`config.mk`:
```
export PLATFORM = sky130hd
export DESIGN_NAME = key_expand_serial
export DESIGN_NICKNAME = d
export VERILOG_FILES = /design/src/rtl/aes_pkg.sv /design/src/rtl/aes_sbox.sv /design/src/rtl/key_expand_serial.sv
export SDC_FILE = /design/constraint.sdc
export NUM_CORES = 1
export LEC_CHECK = 0
export ABC_AREA = 1
export CAP_MARGIN = 25
export CELL_PAD_IN_SITES_DETAIL_PLACEMENT = 2
export CELL_PAD_IN_SITES_GLOBAL_PLACEMENT = 2
export CORE_ASPECT_RATIO = 1.4
export CORE_MARGIN = 4
export CORE_UTILIZATION = 39
export DETAILED_ROUTE_END_ITERATION = 7
export PLACE_DENSITY_LB_ADDON = 0.1
export SYNTH_ARGS = -nofsm -noshare
export SYNTH_HDL_FRONTEND = slang
export SYNTH_SLANG_ARGS = --single-unit
export TNS_END_PERCENT = 20
```
`constraint.sdc`:
```
create_clock -name clk -period 7.04 [get_ports clk]
set_clock_uncertainty 0.05 [all_clocks]
set_input_delay 1.76 -clock clk [delete_from_list [all_inputs] [get_ports clk]]
set_output_delay 1.76 -clock clk [all_outputs]
set_load 0.02 [all_outputs]
```
`src/rtl/aes_pkg.sv`:
```
// Shared AES-128 key-schedule constants, controller state encoding and the GF(2^8) doubling
// helper used by the serial key expander.
package aes_pkg;

    localparam int unsigned NR        = 10;
    localparam int unsigned NB_KEY    = 16;
    localparam logic [7:0]  RCON_INIT = 8'h01;

    typedef enum logic [1:0] {
        StIdle,
        StLoad,
        StExpand,
        StDrain
    } state_e;

    // Multiply by x in GF(2^8) modulo x^8 + x^4 + x^3 + x + 1.
    function automatic logic [7:0] xtime(input logic [7:0] b);
        return {b[6:0], 1'b0} ^ (b[7] ? 8'h1b : 8'h00);
    endfunction

endpackage

```
`src/rtl/aes_sbox.sv`:
```
// Combinational AES forward S-box. One row of the table per line, entry 0x00 leftmost.
module aes_sbox (
    input  logic [7:0] a,
    output logic [7:0] y
);

    localparam logic [0:255][7:0] SBOX = {
        128'h637c777bf26b6fc53001672bfed7ab76,
        128'hca82c97dfa5947f0add4a2af9ca472c0,
        128'hb7fd9326363ff7cc34a5e5f171d83115,
        128'h04c723c31896059a071280e2eb27b275,
        128'h09832c1a1b6e5aa0523bd6b329e32f84,
        128'h53d100ed20fcb15b6acbbe394a4c58cf,
        128'hd0efaafb434d338545f9027f503c9fa8,
        128'h51a3408f929d38f5bcb6da2110fff3d2,
        128'hcd0c13ec5f974417c4a77e3d645d1973,
        128'h60814fdc222a908846eeb814de5e0bdb,
        128'he0323a0a4906245cc2d3ac629195e479,
        128'he7c8376d8dd54ea96c56f4ea657aae08,
        128'hba78252e1ca6b4c6e8dd741f4bbd8b8a,
        128'h703eb5664803f60e613557b986c11d9e,
        128'he1f8981169d98e949b1e87e9ce5528df,
        128'h8ca1890dbfe6426841992d0fb054bb16
    };

    assign y = SBOX[a];

endmodule

```
`src/rtl/key_expand_serial.sv`:
```
// Byte-serial AES-128 key schedule: accepts the key one byte per clock and streams all 176
// round-key bytes through a single output register using a 16-byte sliding window.
module key_expand_serial
    import aes_pkg::*;
(
    input  logic       clk,
    input  logic       rst,
    input  logic       key_valid,
    input  logic [7:0] key_byte,
    output logic       key_ready,
    output logic       rk_valid,
    output logic [7:0] rk_byte,
    input  logic       rk_ready,
    output logic [3:0] rk_round,
    output logic       rk_last,
    output logic       busy,
    output logic       done
);

    state_e     state_q, state_d;
    logic [7:0] win_q [NB_KEY];
    logic [3:0] j_q, j_d;
    logic [3:0] r_q, r_d;
    logic [7:0] rcon_q, rcon_d;
    logic       rk_valid_q, rk_valid_d;
    logic [7:0] rk_byte_q, rk_byte_d;
    logic [3:0] rk_round_q, rk_round_d;
    logic       rk_last_q, rk_last_d;
    logic       done_q, done_d;

    logic       adv;
    logic       shift_en;
    logic [7:0] shift_byte;
    logic [7:0] sbox_a, sbox_y;
    logic [7:0] new_byte;

    assign adv       = ~rk_valid_q | rk_ready;
    assign key_ready = ((state_q == StIdle) || (state_q == StLoad)) && adv;
    assign busy      = (state_q == StLoad) || (state_q == StExpand);

    // W[13] is the rotated byte of the previous word for j=0..2; W[9] wraps it for j=3.
    assign sbox_a = (j_q == 4'd3) ? win_q[9] : win_q[13];

    aes_sbox u_sbox (
        .a (sbox_a),
        .y (sbox_y)
    );

    always_comb begin
        if (j_q == 4'd0) begin
            new_byte = win_q[0] ^ sbox_y ^ rcon_q;
        end else if (j_q < 4'd4) begin
            new_byte = win_q[0] ^ sbox_y;
        end else begin
            new_byte = win_q[0] ^ win_q[12];
        end
    end

    always_comb begin
        state_d    = state_q;
        j_d        = j_q;
        r_d        = r_q;
        rcon_d     = rcon_q;
        rk_valid_d = rk_valid_q;
        rk_byte_d  = rk_byte_q;
        rk_round_d = rk_round_q;
        rk_last_d  = rk_last_q;
        done_d     = 1'b0;
        shift_en   = 1'b0;
        shift_byte = key_byte;

        unique case (state_q)
            StIdle, StLoad: begin
                if (adv) begin
                    rk_valid_d = 1'b0;
                end
                if (key_valid && key_ready) begin
                    shift_en   = 1'b1;
                    rk_valid_d = 1'b1;
                    rk_byte_d  = key_byte;
                    rk_round_d = '0;
                    rk_last_d  = 1'b0;
                    if (j_q == 4'(NB_KEY - 1)) begin
                        state_d = StExpand;
                        j_d     = '0;
                        r_d     = 4'd1;
                    end else begin
                        state_d = StLoad;
                        j_d     = j_q + 4'd1;
                    end
                end
            end
            StExpand: begin
                if (adv) begin
                    shift_en   = 1'b1;
                    shift_byte = new_byte;
                    rk_valid_d = 1'b1;
                    rk_byte_d  = new_byte;
                    rk_round_d = r_q;
                    rk_last_d  = (r_q == 4'(NR)) && (j_q == 4'(NB_KEY - 1));
                    if (j_q == 4'(NB_KEY - 1)) begin
                        j_d    = '0;
                        rcon_d = xtime(rcon_q);
                        if (r_q == 4'(NR)) begin
                            state_d = StDrain;
                        end else begin
                            r_d = r_q + 4'd1;
                        end
                    end else begin
                        j_d = j_q + 4'd1;
                    end
                end
            end
            StDrain: begin
                if (rk_ready) begin
                    rk_valid_d = 1'b0;
                    rk_last_d  = 1'b0;
                    done_d     = 1'b1;
                    state_d    = StIdle;
                    rcon_d     = RCON_INIT;
                    r_d        = '0;
                end
            end
            default: state_d = StIdle;
        endcase
    end

    always_ff @(posedge clk or negedge rst) begin
        if (!rst) begin
            state_q    <= StIdle;
            j_q        <= '0;
            r_q        <= '0;
            rcon_q     <= RCON_INIT;
            rk_valid_q <= 1'b0;
            rk_byte_q  <= '0;
            rk_round_q <= '0;
            rk_last_q  <= 1'b0;
            done_q     <= 1'b0;
        end else begin
            state_q    <= state_d;
            j_q        <= j_d;
            r_q        <= r_d;
            rcon_q     <= rcon_d;
            rk_valid_q <= rk_valid_d;
            rk_byte_q  <= rk_byte_d;
            rk_round_q <= rk_round_d;
            rk_last_q  <= rk_last_d;
            done_q     <= done_d;
        end
    end

    always_ff @(posedge clk or negedge rst) begin
        if (!rst) begin
            for (int i = 0; i < NB_KEY; i++) begin
                win_q[i] <= '0;
            end
        end else if (shift_en) begin
            for (int i = 0; i < NB_KEY - 1; i++) begin
                win_q[i] <= win_q[i+1];
            end
            win_q[NB_KEY-1] <= shift_byte;
        end
    end

    assign rk_valid = rk_valid_q;
    assign rk_byte  = rk_byte_q;
    assign rk_round = rk_round_q;
    assign rk_last  = rk_last_q;
    assign done     = done_q;

endmodule

```
[Word-level counts from Yosys, hierarchy flattened]
Memory sizes are Yosys's and may differ from the RTL's.
Cells that the tools add are included.
Widths: inputs -> output; s select.
Cells by class
  add/subtract/negate cells: 2
  multiply operators: 0
  divide/modulo/power cells: 0
  $lt $le $gt $ge: 2
  equality and inequality tests: 14
  shift-type cells: 0
  mux-type cells: 49
  bitwise gates (word level): 7
  reduce and logical (&&, ||, !) cells: 16
Operator list (count)
  $mux 8: 12
  $mux 4: 11
  $pmux 8 s2: 2
  $xor 8x8->8: 3
  $pmux 4 s2: 2
  $mux 2: 6
  $pmux 4 s3: 1
  $mux 1: 10
  $ne 2x2->1 const B: 5
  $ge 9x9->1 const B: 1
  $not 8->9: 1
  $reduce_and 3->1: 3
  $add 4x1->4 const B: 2
  $eq 4x4->1 const B: 2
  $xor 8x5->8: 1
  $pmux 1 s3: 2
  $pmux 2 s3: 1
  $reduce_and 6->1: 1
  $mux 5: 1
  $reduce_and 5->1: 1
  $eq 2x2->1 const B: 2
  $eq 4x2->1 const B: 1
  $logic_not 4->1: 1
  $lt 4x3->1 const B: 1
  other kinds (12): 17
Storage, ports and cells
  bits in registers: 161
  latch bits: 0
  RAM bits: 0
  bits in read-only memories: 2048
  bits of input ports: 12
  output and inout bits: 17
  word-level logic and storage cells: 116
  memories: 1
Memory list
  (name not given): depth 256, width 8, rd ports 1, clocked after Yosys merged registers in 0, wr ports 0, line aes_sbox.sv:26  | assign y = SBOX[a];

[Depth between registers and ports, before layout]
  word-level depth: 11
  mapped depth: 24
  depth with buffers taken out: 22

[Cells and area by module]
From an unflattened synthesis, not the netlist that was laid out.
Second synthesis, totals
  cells, all modules: 1584
  area, all modules: 10466.3 um^2
By module, submodules not included
  key_expand_serial: times used 1, cells each 918, area each 7289.5 um^2, sequential area each 4030.1 um^2
  aes_sbox: times used 1, cells each 666, area each 3176.8 um^2, sequential area each 0.0 um^2

[Worst setup path before layout]
Ideal clock, no wire load.
  path type: input to output
  start point: input port rk_ready
  end point: output port key_ready
  arrival: 2116 ps
  required time: 5230 ps
  slack: 3114 ps
  stages: 2
  path buffers: 0
  cell sequence: nor2_1 > nor2_1
On the way
  word-level cells in the longest chain between the ends: 2
Ends and longest elaborated chain
  from (decl): line key_expand_serial.sv:13  | input logic rk_ready,
  $or 1x1->1: line key_expand_serial.sv:37  | assign adv = ~rk_valid_q | rk_ready;
  $logic_and 1x1->1: line key_expand_serial.sv:38  | assign key_ready = ((state_q == StIdle) || (state_q == StLoad)) && adv;
  to (decl): line key_expand_serial.sv:10  | output logic key_ready,
Every way passes these cells.

[Final worst setup path]
Same ends and word-level chain as after synthesis.

==> PnR_summary.wiki <==
{| class="wikitable"
! Metric !! Value
|-
| Post-DR wirelength/cell || 24.7 um
|-
| Routed vias || 10347
|-
| N_diodes || 0
|-
| CORE AREA || 0.0256 mm^2
|-
| Total die area || 0.0289 mm^2
|-
| Syn Inst Count || 1415
|-
| PortBufs || 28
|-
| Number of gates resized after CTS || 0
|-
| Cell area after synthesis || 0.0102 mm^2
|-
| Leading register cell type out of synthesis || sky130_fd_sc_hd__dfrtp_1
|-
| Area growth syn-to-layout || 9.60%
|-
| Ranking of synthesized cells by instance count || 370 x sky130_fd_sc_hd__nand3_1, 323 x sky130_fd_sc_hd__nand2_1, 160 x sky130_fd_sc_hd__dfrtp_1, 111 x sky130_fd_sc_hd__inv_1, 108 x sky130_fd_sc_hd__a21oi_1
|-
| Count of unique library cells instantiated by Yosys || 35
|-
| Die outline height || 200 um
|-
| Data arrival time of the critical path || 3.14 ns
|-
| Number of placed I/O pins || 29
|-
| Largest net degree at the start of global routing || 234
|-
| DP Wirelength || 27900 um
|-
| Average instance area after synthesis || 7.23 um^2
|-
| Crit share post-route || 0.703
|-
| Clock root buffer || sky130_fd_sc_hd__clkbuf_16
|-
| Sequential fraction of the synthesis area || 0.394
|-
| Number of design rule violations left after detail routing || 0
|-
| Maximum clock path buffer count || 2
|-
| Run status || finished, final reports clean
|-
| Number of max-cap violations || 0
|-
| Slew Limit Headroom || 0.345
|-
| Clock tree from TritonCTS || built
|-
| TritonCTS Buffers || 17
|-
| Count leader, synth || sky130_fd_sc_hd__nand3_1
|-
| Net count of the mapped netlist || 1449
|-
| Clk Latency, worst-skew pair || 0.45 ns
|-
| Number of global-route vias before repair || 11339
|-
| Final slew viol count || 0
|-
| Post-synthesis sequential element count || 161
|-
| Startpoint type of the worst setup path || input port
|-
| Placer congestion estimate || 0.902
|-
| Warning count from the yosys run || 0
|-
| Global-route wire length before repair || 65900 um
|-
| Antenna-violating nets left || 0
|-
| Total Negative Setup Slacks || 0 ns
|-
| Dominant cells by area after synthesis || sky130_fd_sc_hd__dfrtp_1 39%, sky130_fd_sc_hd__nand3_1 18%, sky130_fd_sc_hd__nand2_1 12%
|-
| Total iterations of the first detailed-routing run || 6
|-
| Cts-stage hold buffer count || 0
|-
| Type of the setup path with the least slack || in2out
|-
| Antenna violations before repair || 0
|-
| CTS sink count || 161
|-
| Post-layout minimum cycle time || 4.95 ns
|-
| Critical path data required time || 5.23 ns
|-
| Slew @ Worst Pin || 0.982 ns
|-
| Count of fill cells added during filler insertion || 2993
|-
| Final setup fails || 0
|-
| Net count reported at finish || 1424
|-
| Overall overflow remaining after global route || 0
|-
| Maximum net fanout on the critical path || 3
|-
| Total placed instance area || 0.0106 mm^2
|-
| Final-report hold violation count || 0
|-
| RSZ-0062 raised after global routing || no
|-
| Die Width || 145 um
|-
| Via-per-instance ratio || 6.01
|-
| Cell type contributing the most total cell area after synthesis || sky130_fd_sc_hd__dfrtp_1
|-
| Post-CTS setup repair buffer count || 0
|-
| Gr usage total || 0.301
|-
| Async S/R FF share, synth || 1.00
|-
| Worst hold path type || reg2reg
|-
| Violation count after the first detailed-routing iteration || 819
|-
| Delay of the slowest critical-path stage || 0.65 ns
|-
| Number of synthesized flops with an enable pin || 0
|-
| Deepest level of the CTS H-tree || 4
|-
| Total non-filler cell area in the finished layout || 0.0112 mm^2
|-
| Clk slew on worst S/H paths || 0.08 ns
|-
| Proportion of netlist area held by the largest area contributor || 0.392
|-
| Critical Path Sink Type || primary output
|-
| Cell-by-cell listing of the critical path || clkdlybuf4s50_1, nor2_1, nor2_1, clkdlybuf4s50_1
|-
| Max Clock Freq || 0.202 GHz
|-
| Post-Route WL || 42500 um
|-
| Initial Utilization || 0.399
|-
| Cell type of the slowest stage on the worst timing path || sky130_fd_sc_hd__clkdlybuf4s50_1
|-
| Fraction of final layout cells sized beyond drive strength 1 || 0.0791
|-
| Std-Cell Rows || 69
|}
## through the flow
stage          setup slack (ns)  hold WS (ns)  std cells  utilization
2_1_floorplan              3.11         0.395       1415            -
3_3_place_gp               2.06         0.414       1688        0.413
3_5_place_dp               2.06         0.424       1688        0.413
4_1_cts                    2.08         0.443       1720        0.435
5_1_grt                    2.01         0.477       1722        0.437
6_report                   2.09         0.436       1722        0.437
## state kept, by name (all words and copies together) (netlist names)
register and count:
rk_round 4, rcon_q 8, rk_last 1, rk_valid 1, r_q 4, win_q 128
done 1, j_q 4, state_q 2, rk_byte 8
## layout by cell type, fill, tap and decap left out, types with 6 or more instances in the layout
master / count
sky130_fd_sc_hd__nand3_1: 370
sky130_fd_sc_hd__nand2_1: 323
sky130_fd_sc_hd__dfrtp_1: 160
sky130_fd_sc_hd__inv_1: 111
sky130_fd_sc_hd__a21oi_1: 108
sky130_fd_sc_hd__nor2_1: 79
sky130_fd_sc_hd__o21ai_0: 69
sky130_fd_sc_hd__clkdlybuf4s50_1: 27
sky130_fd_sc_hd__mux2_2: 24
sky130_fd_sc_hd__ha_1: 22
sky130_fd_sc_hd__clkbuf_16: 17
sky130_fd_sc_hd__nand2_2: 16
sky130_fd_sc_hd__nand2_4: 9
sky130_fd_sc_hd__buf_4: 8
sky130_fd_sc_hd__o21ai_4: 6
## routing by layer
layer	GRT usage	up-vias	part of all wire
li1	-	4665	-
met1	0.336	5248	0.37
met2	0.522	295	0.52
met3	0.0529	139	0.042
met4	0.189	0	0.068
met5	0	-	0
## cell type report
class / count / area, um^2 / area share
multi-input cells: 1054 / 5320 / 0.475
flip-flops and latches: 161 / 4030 / 0.360
repair buffers: 41 / 449 / 0.0401
inverters: 115 / 432 / 0.0385
clock buffers: 17 / 425 / 0.0380
well taps: 319 / 399 / 0.0356
clock inverters: 15 / 150 / 0.0134
## worst paths after layout
path                            from         end  slack (ns)  cells after the start
min                        win_q[74]   win_q[74]        0.44                      2
max                         rk_ready   key_ready        2.09                      4
max reg2reg                   j_q[2]  rk_byte[7]        2.42                     20
min reg2reg                win_q[74]   win_q[74]        0.44                      2
max in group asynchronous        rst   win_q[19]        4.35                      3
min in group asynchronous        rst  win_q[100]        1.17                      1
## critical path: cells and delay by family
kind                   cells  cell delay [ns]
buffers and inverters      2             1.16
and+or+nand+nor            2             0.22
## cells by family after synthesis
logic type               Yosys count  share of synthesized area
buffers and inverters            200                     0.0880
AND/OR/NAND/NOR                  809                      0.360
flip-flops                       161                      0.394
XOR/XNOR                           2                    0.00171
adder cells (fa/ha/maj)           22                     0.0269
AO/OA/AOI/OAI                    197                      0.103
multiplexers                      24                     0.0264
Power is not shown: default switching activity piles up to over one toggle a cycle in this logic, so the estimate is an artifact.
